===== src/rtl/booth_mul_arbiter.sv =====
// Round-robin arbiter sharing one Booth multiplier core among NREQ requesters.
// Define BOOTH_ARB_TIMEOUT_EN to bound the WAIT state to TIMEOUT cycles (rsp_err_o flags expiry).
module booth_mul_arbiter #(
  parameter int NREQ    = 4,
  parameter int W       = 4,
  parameter int TIMEOUT = 15
) (
  input  logic                    Clk,
  input  logic                    Rst,
  input  logic [NREQ-1:0]         req_valid_i,
  input  logic [NREQ*W-1:0]       req_a_i,
  input  logic [NREQ*W-1:0]       req_b_i,
  output logic [NREQ-1:0]         req_ready_o,
  output logic                    rsp_valid_o,
  output logic [$clog2(NREQ)-1:0] rsp_id_o,
  output logic [2*W-1:0]          rsp_product_o,
  output logic                    rsp_err_o,
  output logic                    mul_start_o,
  output logic [W-1:0]            mul_a_o,
  output logic [W-1:0]            mul_b_o,
  input  logic                    mul_done_i,
  input  logic [2*W-1:0]          mul_product_i,
  output logic                    busy_o
);

  // state | meaning
  // IDLE  | no operation; round-robin grant of any pending request
  // START | operands latched, start pulse issued to the core
  // WAIT  | waiting for mul_done_i (bounded when the timeout is built in)
  // RESP  | product latched; response strobe issued, pointer advanced
  localparam int IDW = $clog2(NREQ);

  typedef enum logic [1:0] {IDLE, START, WAIT, RESP} state_e;

  state_e          state_q;
  logic [IDW-1:0]  ptr_q;
  logic [IDW-1:0]  gnt_q;
  logic [IDW-1:0]  gnt_d;
  logic [IDW-1:0]  cand;
  logic            gnt_found;
  logic [NREQ-1:0] req_ready_q;
  logic            rsp_valid_q;
  logic [IDW-1:0]  rsp_id_q;
  logic [2*W-1:0]  rsp_product_q;
  logic            mul_start_q;
  logic [W-1:0]    mul_a_q;
  logic [W-1:0]    mul_b_q;
  logic            busy_q;

  if (NREQ < 2 || NREQ > 8 || (NREQ & (NREQ - 1)) != 0 || W < 2 || TIMEOUT < 1) begin : g_cfg_err
    $error("booth_mul_arbiter: unsupported parameter set");
  end

`ifdef BOOTH_ARB_TIMEOUT_EN
  localparam int CW = $clog2(TIMEOUT + 1);
  logic [CW-1:0] tmo_q;
  logic          rsp_err_q;
  assign rsp_err_o = rsp_err_q;
`else
  assign rsp_err_o = 1'b0;
`endif

  // NREQ is a power of two, so the modulo wrap is plain index truncation
  always_comb begin
    gnt_found = 1'b0;
    gnt_d     = '0;
    cand      = '0;
    for (int k = 0; k < NREQ; k++) begin
      cand = ptr_q + IDW'(k);
      if (!gnt_found && req_valid_i[cand]) begin
        gnt_found = 1'b1;
        gnt_d     = cand;
      end
    end
  end

  always_ff @(posedge Clk or posedge Rst) begin
    if (Rst) begin
      state_q       <= IDLE;
      ptr_q         <= '0;
      gnt_q         <= '0;
      req_ready_q   <= '0;
      rsp_valid_q   <= 1'b0;
      rsp_id_q      <= '0;
      rsp_product_q <= '0;
      mul_start_q   <= 1'b0;
      mul_a_q       <= '0;
      mul_b_q       <= '0;
      busy_q        <= 1'b0;
`ifdef BOOTH_ARB_TIMEOUT_EN
      tmo_q         <= '0;
      rsp_err_q     <= 1'b0;
`endif
    end else begin
      req_ready_q <= '0;
      mul_start_q <= 1'b0;
      rsp_valid_q <= 1'b0;
      case (state_q)
        IDLE: begin
          if (gnt_found) begin
            state_q     <= START;
            gnt_q       <= gnt_d;
            req_ready_q <= {{(NREQ-1){1'b0}}, 1'b1} << gnt_d;
            mul_a_q     <= req_a_i[gnt_d*W +: W];
            mul_b_q     <= req_b_i[gnt_d*W +: W];
            busy_q      <= 1'b1;
          end
        end
        START: begin
          state_q     <= WAIT;
          mul_start_q <= 1'b1;
`ifdef BOOTH_ARB_TIMEOUT_EN
          tmo_q       <= CW'(TIMEOUT - 1);
`endif
        end
        WAIT: begin
          if (mul_done_i) begin
            state_q       <= RESP;
            rsp_product_q <= mul_product_i;
`ifdef BOOTH_ARB_TIMEOUT_EN
            rsp_err_q     <= 1'b0;
          end else if (tmo_q == '0) begin
            state_q       <= RESP;
            rsp_product_q <= '0;
            rsp_err_q     <= 1'b1;
          end else begin
            tmo_q         <= tmo_q - CW'(1);
`endif
          end
        end
        RESP: begin
          state_q     <= IDLE;
          rsp_valid_q <= 1'b1;
          rsp_id_q    <= gnt_q;
          ptr_q       <= gnt_q + IDW'(1);
          busy_q      <= 1'b0;
        end
        default: state_q <= IDLE;
      endcase
    end
  end

  assign req_ready_o   = req_ready_q;
  assign rsp_valid_o   = rsp_valid_q;
  assign rsp_id_o      = rsp_id_q;
  assign rsp_product_o = rsp_product_q;
  assign mul_start_o   = mul_start_q;
  assign mul_a_o       = mul_a_q;
  assign mul_b_o       = mul_b_q;
  assign busy_o        = busy_q;

endmodule

===== config.mk =====
export PLATFORM = sky130hd
export DESIGN_NAME = booth_mul_arbiter
export DESIGN_NICKNAME = d
export VERILOG_FILES = /design/src/rtl/booth_mul_arbiter.sv
export SDC_FILE = /design/constraint.sdc
export NUM_CORES = 1
export LEC_CHECK = 0
export BUFFER_PORTS_ARGS = -buffer_cell sky130_fd_sc_hd__buf_2
export CORE_ASPECT_RATIO = 1.75
export CORE_MARGIN = 4
export CORE_UTILIZATION = 49
export CTS_CLUSTER_SIZE = 10
export DETAILED_ROUTE_END_ITERATION = 16
export PLACE_DENSITY = 0.84
export SLEW_MARGIN = 40
export SYNTH_ARGS = -nofsm -noshare
export SYNTH_HDL_FRONTEND = slang
export SYNTH_SLANG_ARGS = --single-unit

===== constraint.sdc =====
create_clock -name Clk -period 3.42 [get_ports Clk]
set_input_delay 0.513 -clock Clk [delete_from_list [all_inputs] [get_ports Clk]]
set_output_delay 0.513 -clock Clk [all_outputs]
set_load 0.01 [all_outputs]

==> flow_metrics.tcl <==
set metrics [dict create \
    setup.worst_path.end_class "flip-flop" \
    grt_overflow_total 0 \
    ys_ff_latch 31 \
    die_w_um 50.1 \
    seq_area_frac_synth_pct 51.0 \
    peakVddDrop_v 0.000481 \
    clkTransAtPathRegs_ns 0.06 \
    syn_to_final_growth_pct 29.3 \
    relSlewSlack_pct 57.2 \
    worstSetupStartpointType "flip-flop" \
    cp_max_fo 12 \
    die-area_um2 4100 \
    reg2reg_depth 5 \
    cts_root_buf "clkbuf_8" \
    cts_made_buffers 5 \
    skew_ns 0.00384 \
    layout-drive-gt1-share_pct 46.3 \
    grt_usage_pct 19.4 \
    routed_wl_um 3510 \
    tritoncts "done" \
    yosysUniqueCellTypes 27 \
    worstPathCellList "inv_1 -> ha_1 -> nand2b_1 -> or3_4 -> o221ai_1" \
    io_pins 73 \
    cp.depth 5 \
    finalSetupViolations 0 \
    h-tree-depth 2 \
    core_um2 2960 \
    synthCells 127 \
    grt_pass1_vias 1308 \
    drc_errors 0 \
    wl_per_cell_um 14.4 \
    path_delay_family "simple AND/OR/NAND/NOR gates" \
    hpwl_um 2850 \
    ys_warn_count 0 \
    rows 26 \
    antenna_found_initial 0 \
    drv_slew 0 \
    clk_latency_ns 0.28 \
    numPortBuffers 71 \
    drt_iter0_markers 15 \
    syn_area_per_cell_um2 12.0 \
    p_leak_nw 1.05 \
    rsz0062_at_grt "no" \
    vias 1224 \
    path_class "flip-flop to flip-flop" \
    hold_violations 0 \
    diodes 0 \
    slowest_delay_ns 0.54 \
    power_mw 1.70 \
    ant_nets 0 \
    p_per_area_nw_per_um2 863 \
    synth.largest_area_cell "dfrtp_1" \
    die_h_um 81.7 \
    grt_max_degree 32 \
    final_cells 243 \
    tightest_slew_ns 0.637 \
    cts_post_setup_buffers_inserted 0 \
    cts_resized 0 \
    timing.final.crit_share_pct 54.3 \
    status "finished, final reports clean" \
    place_inst 235 \
    nets 252 \
    start_util_pct 51.4 \
    drt_pre_antenna_iters 4 \
    synth_fp_nets 179 \
    grt_pass1_wl_um 5950 \
    place_congestion 0.679 \
    slowest_stage "or3_4" \
    viasPerCell 5.04 \
    clkSinkCount 31 \
    drv_cap 0 \
    min_path_type "input port to async pin" \
    clk_path_buf_depth 2 \
    period_minus_slack_ns 1.86 \
    fillerInstances 249 \
    postCtsHoldBufs 0 \
    fin_setup_tns_ns 0 \
    fmax_mhz 538 \
    worstPathArrival_ns 2.04 \
    synth_top_area_share_pct 51.0 \
    synth_area_um2 1520 \
    netlist_top_cells_area "dfrtp_1 51%, mux2i_1 12%, mux2_2 7.4%, o221ai_1 4.6%, ha_1 4.1%" \
    required_ns 3.61 \
    cp_num_buf_inv 1 \
]
==> path summary, 6_finish.rpt <==
kind	startpoint	endpoint	slack, ns
min in group Clk	mul_product_i[1]	rsp_product_o[1]	0.47
worst min-delay path	Rst	rsp_valid_o	0.31
max in group asynchronous	Rst	rsp_product_o[3]	2.71
worst max-delay path	state_q[0]	mul_b_o[2]	1.56
worst max register to register	state_q[0]	mul_b_o[2]	1.56
worst min register to register	mul_a_o[3]	mul_a_o[3]	0.49
==> stage by stage <==
| step | setup slack (ns) | hold WS (ns) | utilization (%) | cell area, um^2 |
|---|---|---|---|---|
| 2_1_floorplan | 1.84 | 0.486 | - | 1520 |
| 3_3_place_gp | 1.44 | 0.464 | 63.1 | 1870 |
| 3_5_place_dp | 1.35 | 0.473 | 63.1 | 1870 |
| 4_1_cts | 1.55 | 0.327 | 66.4 | 1970 |
| 5_1_grt | 1.38 | 0.360 | 66.4 | 1970 |
| 6_report | 1.56 | 0.310 | 66.4 | 1970 |
==> logic make-up after synthesis <==
family                     share of synthesized area (%)
DFF                                                 51.0
other                                              0.246
and+or+nand+nor                                     8.22
adders and majority gates                           4.11
buffers and inverters                               5.84
xor gates and xnor gates                           0.576
AOI/OAI and AO/OA                                   10.8
muxes                                               19.2
==> cell type report <==
type | count | area, um^2 | area share, %
Timing Repair Buffer | 71 | 355 | 18.1
Tap cell | 42 | 52.6 | 2.67
Sequential cell | 31 | 776 | 39.4
Multi-Input combinational cell | 84 | 657 | 33.4
Inverter | 7 | 26.3 | 1.34
Clock buffer | 8 | 100 | 5.09
==> sequential cells by signal, summed over array words and instances (netlist names) <==
| register | cells |
|---|---|
| state_q | 2 |
| rsp_id_o | 2 |
| ptr_q | 2 |
| mul_start_o | 1 |
| busy_o | 1 |
| gnt_q | 2 |
| req_ready_o | 4 |
| mul_a_o | 4 |
| rsp_valid_o | 1 |
| mul_b_o | 4 |
| rsp_product_o | 8 |
==> where the power goes <==
group	leakage, nW	internal [mW]	switching (mW)
Sequential	0.381	0.543	0.104
Combinational	0.621	0.350	0.393
Clock	0.0515	0.183	0.123
Total	1.05	1.08	0.621
==> synth_stat cells, drive strengths merged <==
cell,instances
ha,5
nor4,1
o221ai,8
dfrtp,31
o22ai,1
o21ai,5
clkbuf,1
nand2b,1
xnor2,1
o32a,1
or3,1
buf,4
nor2,7
nor2b,2
conb,1
nand2,15
o2bb2a,1
and2,1
a21oi,5
mux2i,18
inv,7
mux2,10
==> metal layers <==
layer	global-route usage, %	wire [um]	vias to the layer above
li1	-	-	589
met1	19.3	1180	576
met2	36.3	2010	52
met3	5.99	250	7
met4	8.31	63	0
met5	0	0	-
==> placed cells by master (no fill, tap or decap), types with 2 or more instances in the layout <==
| cell | n |
|---|---|
| buf_2 | 71 |
| o21ai_0 | 3 |
| mux2_2 | 10 |
| nor2b_1 | 2 |
| o221ai_1 | 8 |
| nand2_1 | 15 |
| nor2_1 | 7 |
| a21oi_1 | 4 |
| inv_1 | 6 |
| ha_1 | 5 |
| clkbuf_8 | 7 |
| mux2i_1 | 18 |
| dfrtp_1 | 31 |
(Power assumes the default switching activity.)
